==> src/rtl/axis_pkt_arbiter.sv <==
// Packet-granular round-robin arbiter merging NUM_PORTS AXIS streams onto one master port.
// A grant is taken in IDLE and held until the owner's tlast beat transfers downstream.
module axis_pkt_arbiter #(
    parameter int unsigned NUM_PORTS  = 4,
    parameter int unsigned DATA_WIDTH = 64,
    parameter int unsigned KEEP_WIDTH = 8,
    parameter int unsigned USER_WIDTH = 64
) (
    input  logic                             clk,
    input  logic                             rst,

    input  logic [NUM_PORTS-1:0]             s_tvalid,
    input  logic [NUM_PORTS*DATA_WIDTH-1:0]  s_tdata,
    input  logic [NUM_PORTS*KEEP_WIDTH-1:0]  s_tkeep,
    input  logic [NUM_PORTS*USER_WIDTH-1:0]  s_tuser,
    input  logic [NUM_PORTS-1:0]             s_tlast,
    output logic [NUM_PORTS-1:0]             s_tready,

    output logic                             m_tvalid,
    output logic [DATA_WIDTH-1:0]            m_tdata,
    output logic [KEEP_WIDTH-1:0]            m_tkeep,
    output logic [USER_WIDTH-1:0]            m_tuser,
    output logic                             m_tlast,
    input  logic                             m_tready,

    output logic [NUM_PORTS-1:0]             grant,
    output logic                             busy,
    output logic                             pkt_done
);

    localparam int unsigned PTR_W = (NUM_PORTS > 1) ? $clog2(NUM_PORTS) : 1;
    localparam logic [NUM_PORTS-1:0] ONE = NUM_PORTS'(1);
    localparam logic [PTR_W-1:0] PTR_RESET = PTR_W'(NUM_PORTS - 1);

    typedef enum logic [0:0] {
        ST_IDLE = 1'b0,
        ST_BUSY = 1'b1
    } state_e;

    state_e                 state_q, state_d;
    logic [NUM_PORTS-1:0]   grant_q, grant_d;
    logic [PTR_W-1:0]       rr_ptr_q, rr_ptr_d;
    logic                   pkt_done_q, pkt_done_d;

    logic [NUM_PORTS-1:0]   hi_mask_c;
    logic [NUM_PORTS-1:0]   req_masked_c;
    logic [NUM_PORTS-1:0]   pick_c;
    logic [PTR_W-1:0]       gidx_c;
    logic                   tlast_xfer_c;

    // Isolate the lowest set bit of a request vector.
    function automatic logic [NUM_PORTS-1:0] lowest_one(input logic [NUM_PORTS-1:0] v);
        return v & (~v + ONE);
    endfunction

    // Requests strictly above rr_ptr take priority; otherwise wrap to the lowest index.
    always_comb begin
        hi_mask_c = '0;
        for (int i = 0; i < NUM_PORTS; i++) begin
            hi_mask_c[i] = (PTR_W'(i) > rr_ptr_q);
        end
        req_masked_c = s_tvalid & hi_mask_c;
        pick_c       = (|req_masked_c) ? lowest_one(req_masked_c) : lowest_one(s_tvalid);
    end

    always_comb begin
        gidx_c = '0;
        for (int i = 0; i < NUM_PORTS; i++) begin
            if (grant_q[i]) begin
                gidx_c = PTR_W'(i);
            end
        end
    end

    // Output mux steered by the registered one-hot grant; all zero while idle.
    always_comb begin
        m_tdata = '0;
        m_tkeep = '0;
        m_tuser = '0;
        for (int i = 0; i < NUM_PORTS; i++) begin
            if (grant_q[i]) begin
                m_tdata = s_tdata[i*DATA_WIDTH +: DATA_WIDTH];
                m_tkeep = s_tkeep[i*KEEP_WIDTH +: KEEP_WIDTH];
                m_tuser = s_tuser[i*USER_WIDTH +: USER_WIDTH];
            end
        end
        m_tvalid     = |(s_tvalid & grant_q);
        m_tlast      = |(s_tlast & grant_q);
        s_tready     = grant_q & {NUM_PORTS{m_tready}};
        tlast_xfer_c = m_tvalid & m_tready & m_tlast;
    end

    always_comb begin
        state_d    = state_q;
        grant_d    = grant_q;
        rr_ptr_d   = rr_ptr_q;
        pkt_done_d = 1'b0;
        unique case (state_q)
            ST_IDLE: begin
                if (|s_tvalid) begin
                    grant_d = pick_c;
                    state_d = ST_BUSY;
                end
            end
            ST_BUSY: begin
                if (tlast_xfer_c) begin
                    grant_d    = '0;
                    rr_ptr_d   = gidx_c;
                    pkt_done_d = 1'b1;
                    state_d    = ST_IDLE;
                end
            end
            default: begin
                state_d = ST_IDLE;
                grant_d = '0;
            end
        endcase
    end

    always_ff @(posedge clk) begin
        if (rst) begin
            state_q    <= ST_IDLE;
            grant_q    <= '0;
            rr_ptr_q   <= PTR_RESET;
            pkt_done_q <= 1'b0;
        end else begin
            state_q    <= state_d;
            grant_q    <= grant_d;
            rr_ptr_q   <= rr_ptr_d;
            pkt_done_q <= pkt_done_d;
        end
    end

    assign grant    = grant_q;
    assign busy     = (state_q == ST_BUSY);
    assign pkt_done = pkt_done_q;

endmodule

==> config.mk <==
export PLATFORM = sky130hd
export DESIGN_NAME = axis_pkt_arbiter
export DESIGN_NICKNAME = d
export VERILOG_FILES = /design/src/rtl/axis_pkt_arbiter.sv
export SDC_FILE = /design/constraint.sdc
export NUM_CORES = 1
export LEC_CHECK = 0
export BUFFER_PORTS_ARGS = -buffer_cell sky130_fd_sc_hd__buf_2
export CORE_AREA = 2 2 271 273
export DETAILED_ROUTE_END_ITERATION = 8
export DIE_AREA = 0 0 273 275
export PLACE_DENSITY = 0.36
export SYNTH_ARGS = -nofsm -noshare
export SYNTH_HDL_FRONTEND = slang
export SYNTH_SLANG_ARGS = --single-unit
==> constraint.sdc <==
create_clock -name clk -period 1.81 [get_ports clk]
set_input_delay 0.2715 -clock clk [delete_from_list [all_inputs] [get_ports clk]]
set_output_delay 0.2715 -clock clk [all_outputs]
set_load 0.02 [all_outputs]
==> run metrics, run 1 <==
Core ar.=72300 um^2; # Max-Cap Violations=0; Worst slew margin=63.8%; asr flop ratio synth=0%; 1st-pass router iterations=5; setup TNS=-28780 ps; worst skew pair latency=between 200 and 250 ps; Initial DRC Count=between 400 and 500; synth top area cells=a22oi_1 54%, o21ai_0 14%, buf_2 4.3%; clk slew on worst S/H paths=40 ps; f_max=468 MHz; ys flop type=dfxtp_1; DRT Wirelength=56.6 mm; vias in the first global route=8256; register area=169 um^2; largest family of logic cells by synthesized area=compound AO/OA/AOI/OAI gates; final period utilization=118%; power per standard cell area=~330 nW/um^2; # hold bufs at CTS=0; H-tree level count=1; Placer Congestion=0.922; antenna violations before repair=about 70; Fillers=8460; cell leakage power=4.40 nW; gr ovfl total=0; hold crit path type=primary input to flop; Post-Syn Area=3680 um^2; Clock Tree Root=clkbuf_16; status=finished, violations left; worst IR drop on VDD=264 uV; TritonCTS clock tree=done; Worst Tran Pin Value=543 ps; proportion of layout cells with a drive suffix above 1=70.3%; RSZ-0062 raised after global routing=true; Clock Sink Count=8; DR vias=around 8500; mux contribution to synthesized area=0.543%; worst hold slack=around 360 ps; drt via density=3.81; HPWL Detailed=48.0 mm; Synth Area in XOR/XNOR=0%; Bufs on Longest Clock Path=2; Worst setup SP type=flop; antenna-violating nets left=0; IO buf count=702; WS Path Type=flop to primary output; die width=~270 um; Seq/Total Area, Yosys=4.35%; Adder-Cell Fraction of Synth Area=0%; Die Area=75100 um^2; Hold Violations, Final=0; area grow syn2layout=171%; Final Max Slew Viols=0; Global Route Usage Sum=13.8%; FP Rows=slightly below 100; crit-path max FO=54; CP required=1540 ps; post-synthesis simple-gate area fraction=under 10%; I/O pin count=703; syn avg cell area=6.76 um^2; initial core utilization=just over 5%; drt wl/cell=25.4 um; post-synth net total=1100; top cell type by total area after synthesis=a22oi_1; setup ws final=-328 ps; Synth top area share=53.8%; CP endpoint kind=primary output; # DRC=0; Final setup viols=138; CP arrival=1870 ps; first-pass GRT wire length=70.5 mm; Final #Nets=1808; Tmin final=2140 ps; area fraction in compound gates after synthesis=between 70 and 80%; failing checks=setup timing; Cells after Synth=545; largest net degree at the start of global routing=55; Die Span Y=between 200 and 300 um; Synth cell types=31; Post-Route Skew=0.577 ps; CTS buffer count=3; EDFF count, synth=0; Ys Warns=0; Synth Register Bits=8; multi-input combinational cell area=3500 um^2
==> where the power goes <==
part	switching [mW]	internal, mW	leakage [nW]
clock network	0.0849	0.293	0.0383
logic	1.44	1.25	4.29
registers	0.00747	0.181	0.0673
==> layer usage <==
layer	GRT usage [%]	vias up	share of wire, %
met1	14.4	3919	35
met2	26.2	649	51
met5	0	-	0.29
met4	2.96	26	3.7
li1	-	3731	-
met3	5.08	168	11
==> cell type report <==
type	count	area share, %
Antenna cell	18	0.451
Clock buffer	4	0.789
Inverter	1	0.0376
Multi-Input combinational cell	457	35.0
Sequential cell	8	1.69
Tap cell	959	12.0
Timing Repair Buffer	782	50.0
==> critical path, cell delays in order, from the launching register on <==
cell     delay (ps)
dfxtp_4         360
buf_12          280
buf_16          240
buf_4           240
a22oi_2         130
o21ai_2         120
buf_2           210
==> stage by stage <==
stage	utilization (%)	cell area (um^2)	setup WS, ps	cells	total power [mW]
2_1_floorplan	-	3680	2.93	545	1.08
3_3_place_gp	11.9	8630	-313	2185	2.42
3_5_place_dp	11.9	8630	-375	2185	2.42
4_1_cts	13.4	9670	-305	2208	3.22
5_1_grt	13.8	9970	-396	2220	3.46
6_report	13.8	10000	-328	2229	3.25
==> registers in the layout, summed over array words and instances, names as in the netlist <==
| signal | cells |
|---|---|
| busy | 1 |
| grant | 4 |
| pkt_done | 1 |
| rr_ptr_q | 2 |
==> cells by family (layout without fill, tap and decap cells) <==
family | Yosys count | after routing
muxes | 2 | 2
other | 0 | 18
and+or+nand+nor | 30 | 30
DFF | 8 | 8
buffers and inverters | 80 | 787
AOI/OAI and AO/OA | 425 | 425
==> cells in the final DEF, fill, tap and decap left out, types with 2 or more instances in the layout <==
cell / instances
dfxtp_1: 5
buf_8: 5
nand3_1: 2
diode_2: 18
a21oi_1: 4
a22oi_1: 201
clkbuf_16: 6
mux2i_1: 2
and2_1: 6
buf_6: 18
o21ai_1: 122
buf_12: 17
nor2_1: 8
nor3_1: 4
o21ai_0: 2
buf_16: 8
dfxtp_4: 2
buf_2: 570
o21ai_2: 13
nor3b_1: 2
buf_4: 160
a32o_1: 3
nand2_1: 3
a22oi_2: 74
==> repair_timing <==
item / CTS / global route
resized for setup: 203 / 56
setup buffers: 10 / 2
endpoints found under the setup margin: 136 / 139
gates cloned: 10 / 3
pin swaps: 3 / 4
endpoints found under the hold margin: 0 / 0
==> worst paths after layout <==
path	startpoint	endpoint	slack, ps	depth (start not counted)
max	grant[3]	m_tuser[61]	-330	6
min	rst	pkt_done	360	2
max reg2reg	grant[3]	grant[2]	150	6
min reg2reg	rr_ptr_q[1]	rr_ptr_q[1]	590	2
==> synthesized netlist by cell type, types with 5 or more instances <==
cell	n
dfxtp_1	8
buf_1	5
and2_1	6
clkbuf_1	33
a22oi_1	264
buf_2	32
nor2_1	8
o21ai_0	106
a22oi_2	11
o21ai_1	31
buf_6	8
Power figures use the tool's default switching activity.
==> run 2: changes to the inputs <==
==> constraint.sdc (replaced) <==
create_clock -name clk -period 1.81 [get_ports clk]
set_input_delay 0.2715 -clock clk [delete_from_list [all_inputs] [get_ports clk]]
set_output_delay 0.2715 -clock clk [all_outputs]
set_load 0.05 [all_outputs]
==> run metrics, run 2 (synthesized netlist as in run 1, its figures left out) <==
drt wl/cell=18.3 um; # hold bufs at CTS=0; die width=about 270 um; Hold Path Depth=2; area grow syn2layout=225%; Initial DRC Count=403; register area=173 um^2; vias in the first global route=8071; # DRC=0; Bufs on Longest Clock Path=2; worst IR drop on VDD=236 uV; cells along the critical path=nor4b_4, buf_4, clkbuf_16, clkbuf_16, a22oi_2, o21ai_4, buf_12; Clock Sink Count=8; cell leakage power=about 5 nW; commonest non-fill, non-tap cell in the layout=buf_2; Hold Violations, Final=0; hold crit path type=primary input to flop; FP Rows=99; largest net degree at the start of global routing=57; first-pass GRT wire length=50.5 mm; f_max=487 MHz; Min-Delay Endpoint=pkt_done; H-tree level count=1; Final #Nets=1806; Tmin final=between 2000 and 2500 ps; Reg2Reg Depth=6; Global Route Usage Sum=under 10%; multi-input combinational cell area=~4900 um^2; setup ws final=-243 ps; R2R Setup Slk=~190 ps; Placer Congestion=between 0.8 and 0.9; CP endpoint kind=primary output; commonest non-fill, non-tap cells in the layout=563 x buf_2, 203 x a22oi_1, 123 x o21ai_4, 104 x buf_6, 72 x a22oi_2; power per standard cell area=about 360 nW/um^2; drt via density=between 3 and 4; Final Max Slew Viols=0; Worst setup SP type=flop; antenna-violating nets left=0; IO buf count=702; WS Path Type=flop to primary output; Die Span Y=275 um; Critical R2R Launch=grant[3]; max reg flops=4; slowest cell on the critical path=dfxtp_4; DR vias=8071; Core ar.=72300 um^2; CTS buffer count=3; crit-path max FO=7; CP most frequent cell=clkbuf_16; DP Area=10300 um^2; HPWL Detailed=32.2 mm; post-route cell area=~12000 um^2; I/O pin count=703; initial core utilization=5.09%; max incr delay on CP=340 ps; failing checks=setup timing; Fillers=just over 8000; Hold Path Origin=rst; proportion of layout cells with a drive suffix above 1=80.0%; worst skew pair latency=230 ps; post-layout power=4.34 mW; CP arrival=1780 ps; antenna violations before repair=16; # Max-Cap Violations=0; Worst Tran Pin Value=approximately 520 ps; RSZ-0062 raised after global routing=true; Worst slew margin=65.2%; DRT Wirelength=between 40 and 50 mm; CP required=1540 ps; final period utilization=113%; Post-Route Skew=around 1.1 ps; Clock Tree Root=clkbuf_16; reg2reg end=grant[1]; TritonCTS clock tree=done; status=finished, violations left; 1st-pass router iterations=6; clk slew on worst S/H paths=roughly 40 ps; Die Area=75100 um^2; gr ovfl total=0; Final setup viols=around 140; worst hold slack=around 360 ps
run 2: cell types whose count changed in the layout (fill, tap and decap cells not counted), moves of 2 or more:
cell       change
a22oi_2        -2
buf_12        +10
buf_4        -112
diode_2       -12
o21ai_2        -2
buf_8         +17
o21ai_4      +123
buf_2          -7
a22oi_1        +2
o21ai_1      -120
clkbuf_16      +6
buf_6         +86
run 2: critical path: cells and delay by family, from the launching register on:
kind	cells	cell delay [ps]
compound gates	2	160
buf+inv	4	680
flops	1	340
simple gates	1	340
run 2: report_power, final:
part / switching (mW) / internal [mW]
clock network: 0.0916 / 0.294
registers: 0.00776 / 0.180
logic: 2.17 / 1.60
run 2: cell type report:
class	instances	share of cell area [%]
Inverter	1	0.0313
Clock buffer	4	0.658
Multi-Input combinational cell	457	40.7
Tap cell	959	10.0
Timing Repair Buffer	780	47.1
Antenna cell	6	0.125
Sequential cell	8	1.44
run 2: what timing repair did:
item	CTS	global route
setup endpoints to repair	140	139
buffers inserted	0	3
endpoints found under the hold margin	0	0
resized for setup	171	184
pin swaps	0	6
cloned	0	10
run 2: how the worst max path moves through the flow:
stage               startpoint     endpoint  cells past startpoint
floorplan             grant[3]  m_tdata[52]                      4
global placement      grant[2]  m_tuser[38]                      6
detailed placement    grant[2]   m_tuser[7]                      6
CTS                   grant[2]  m_tuser[38]                      6
global route          grant[3]  m_tdata[31]                      7
finish                grant[3]  m_tdata[36]                      7
run 2: per-layer routing:
layer  wire [um]  vias to the layer above  global-route usage (%)  share of wire [%]
li1            -                     3731                       -                  -
met1       15300                     3816                    10.3                 38
met2       20700                      475                    16.9                 51
met3        3830                       43                    1.69                9.5
met4         656                        6                    1.34                1.6
met5          35                        -                       0              0.086
run 2: through the flow:
step | std cells | TNS, ps | util [%] | setup WS [ps]
final | 2215 | -25620 | 16.6 | -243
after global placement | 2192 | -4680 | 14.3 | -84.0
after floorplan | 545 | -4880 | - | -321
after global routing | 2213 | -36670 | 16.6 | -316
after CTS | 2196 | -32480 | 15.1 | -302
after detailed placement | 2192 | -7740 | 14.3 | -116
==> run 3: changes to the inputs <==
==> config.mk (replaced) <==
export PLATFORM = sky130hd
export DESIGN_NAME = axis_pkt_arbiter
export DESIGN_NICKNAME = d
export VERILOG_FILES = /design/src/rtl/axis_pkt_arbiter.sv
export SDC_FILE = /design/constraint.sdc
export NUM_CORES = 1
export LEC_CHECK = 0
export ABC_AREA = 1
export BUFFER_PORTS_ARGS = -buffer_cell sky130_fd_sc_hd__buf_2
export CORE_AREA = 2 2 275 277
export DETAILED_ROUTE_END_ITERATION = 8
export DIE_AREA = 0 0 277 279
export MAX_ROUTING_LAYER = met4
export PLACE_DENSITY = 0.37
export SYNTH_ARGS = -nofsm -noshare
export SYNTH_HDL_FRONTEND = slang
export SYNTH_SLANG_ARGS = --single-unit
==> run metrics, run 3 <==
crit-path max FO=6; Post-Syn Area=approximately 4300 um^2; failing checks=setup timing; Final #Nets=2167; Critical R2R Launch=grant[3]; Clock Sink Count=8; syn avg cell area=approximately 5 um^2; Final Max Slew Viols=0; RSZ-0062 raised after global routing=true; clk slew on worst S/H paths=approximately 40 ps; drt via density=3.63; H-tree level count=1; initial core utilization=5.84%; vias in the first global route=9422; max reg flops=4; Initial DRC Count=348; EDFF count, synth=0; Fillers=8448; cell leakage power=7.15 nW; multi-input combinational cell area=4850 um^2; hold crit path type=primary input to flop; CP endpoint kind=primary output; Bufs on Longest Clock Path=2; Seq/Total Area, Yosys=3.70%; Die Area=77300 um^2; Post-Route Skew=1.42 ps; Tmin final=2040 ps; Worst setup SP type=flop; DR vias=9366; Synth top area share=39.3%; most common cell in the synthesized netlist=nand2_1; 1st-pass router iterations=4; power per standard cell area=557 nW/um^2; f_max=roughly 490 MHz; TritonCTS clock tree=done; Placer Congestion=0.818; Synth Register Bits=8; DRT Wirelength=50.5 mm; post-layout power=7.22 mW; Hold Violations, Final=0; CTS buffer count=3; worst skew pair latency=230 ps; Die Span Y=279 um; IO buf count=702; proportion of layout cells with a drive suffix above 1=roughly two thirds; Core ar.=74100 um^2; commonest non-fill, non-tap cells in the layout=564 x buf_2, 376 x nand2_1, 134 x a22o_1, 121 x nand3_2, 69 x buf_8; Synth cell types=17; synth top area cells=nand2_1 39%, a22o_1 28%, nand3_1 16%; top cell type by total area after synthesis=nand2_1; Cells after Synth=861; status=finished, violations left; worst IR drop on VDD=362 uV; crit path from=grant[3]; FP Rows=100; DP Worst Slack=-137 ps; die width=277 um; Global Route Usage Sum=11.6%; gr ovfl total=0; setup ws final=-226 ps; register area=170 um^2; CP required=1540 ps; largest net degree at the start of global routing=63; drt wl/cell=19.5 um; antenna-violating nets left=0; CP arrival=1760 ps; first-pass GRT wire length=64.3 mm; WS Path Type=flop to primary output; Worst Tran Pin Value=approximately 360 ps; Worst slew margin=75.9%; ys flop type=dfxtp_1; Final setup viols=around 140; final period utilization=113%; Clock Tree Root=clkbuf_16; antenna violations before repair=17; Synth top cells by count=453 x nand2_1, 142 x nand3_1, 136 x a22o_1; HPWL Detailed=38.4 mm; Hold Path Origin=rst; # Max-Cap Violations=0; asr flop ratio synth=0%; # hold bufs at CTS=0; I/O pin count=703; # DRC=0; area grow syn2layout=200%; Core Util, Final=17.5%; commonest non-fill, non-tap cell in the layout=buf_2; post-synth net total=1416; Ys Warns=0
[run 3: cell type report]
cell class / instances / share of cell area (%)
multi-input combinational: 754 / 37.4
clock buffer: 4 / 0.608
tap: 969 / 9.35
inverter: 21 / 0.888
sequential: 8 / 1.31
timing repair buffer: 824 / 50.4
antenna: 3 / 0.0579
[run 3: metrics by stage]
stage | instance area (um^2) | instances | hold slack (ps) | setup TNS, ps
3_5_place_dp | 10500 | 2531 | 471 | -6480
2_1_floorplan | 5000 | 861 | 344 | -1650
4_1_cts | 12000 | 2558 | 227 | -26380
5_1_grt | 13000 | 2583 | 230 | -31880
3_3_place_gp | 10500 | 2531 | 463 | -6240
6_report | 13000 | 2583 | 227 | -22540
[run 3: critical path, stage by stage, from the launching register on]
cell       delay [ps]
dfxtp_4           350
nor4_4            270
buf_6             180
buf_12            160
buf_12            120
clkbuf_16         160
nand2_2            50
nand3_2            70
buf_8             150
[run 3: logic make-up (layout without fill, tap and decap cells)]
kind of cell    count (synthesis)  count (layout)  share of synthesized area [%]
compound gates                142             142                           28.5
other cells                     0               3                              0
simple gates                  612             612                           57.4
flops                           8               8                           3.70
buf+inv                        99             849                           10.4
[run 3: final timing paths]
path | end | slack, ps | cells after the start
max | m_tuser[45] | -230 | 8
min | pkt_done | 230 | 2
max reg2reg | grant[1] | 100 | 10
min reg2reg | rr_ptr_q[0] | 520 | 2
[run 3: timing repair]
action,in CTS,in global routing
gates cloned,8,14
gates resized for setup,322,173
setup endpoints to repair,136,144
buffers inserted,15,14
pin swaps,18,36
[run 3: report_power, final]
part	internal, mW	switching [mW]	total (mW)
logic	2.79	3.83	6.62
clock network	0.294	0.0932	0.387
registers	0.189	0.0176	0.207
[run 3: metal layers]
layer | global-route usage [%] | up-vias | wire length (um)
met5 | - | - | 0
met4 | 3.32 | 0 | 2090
met3 | 2.12 | 92 | 2740
met2 | 21.2 | 547 | 25700
met1 | 12.8 | 4292 | 19900
li1 | - | 4435 | -
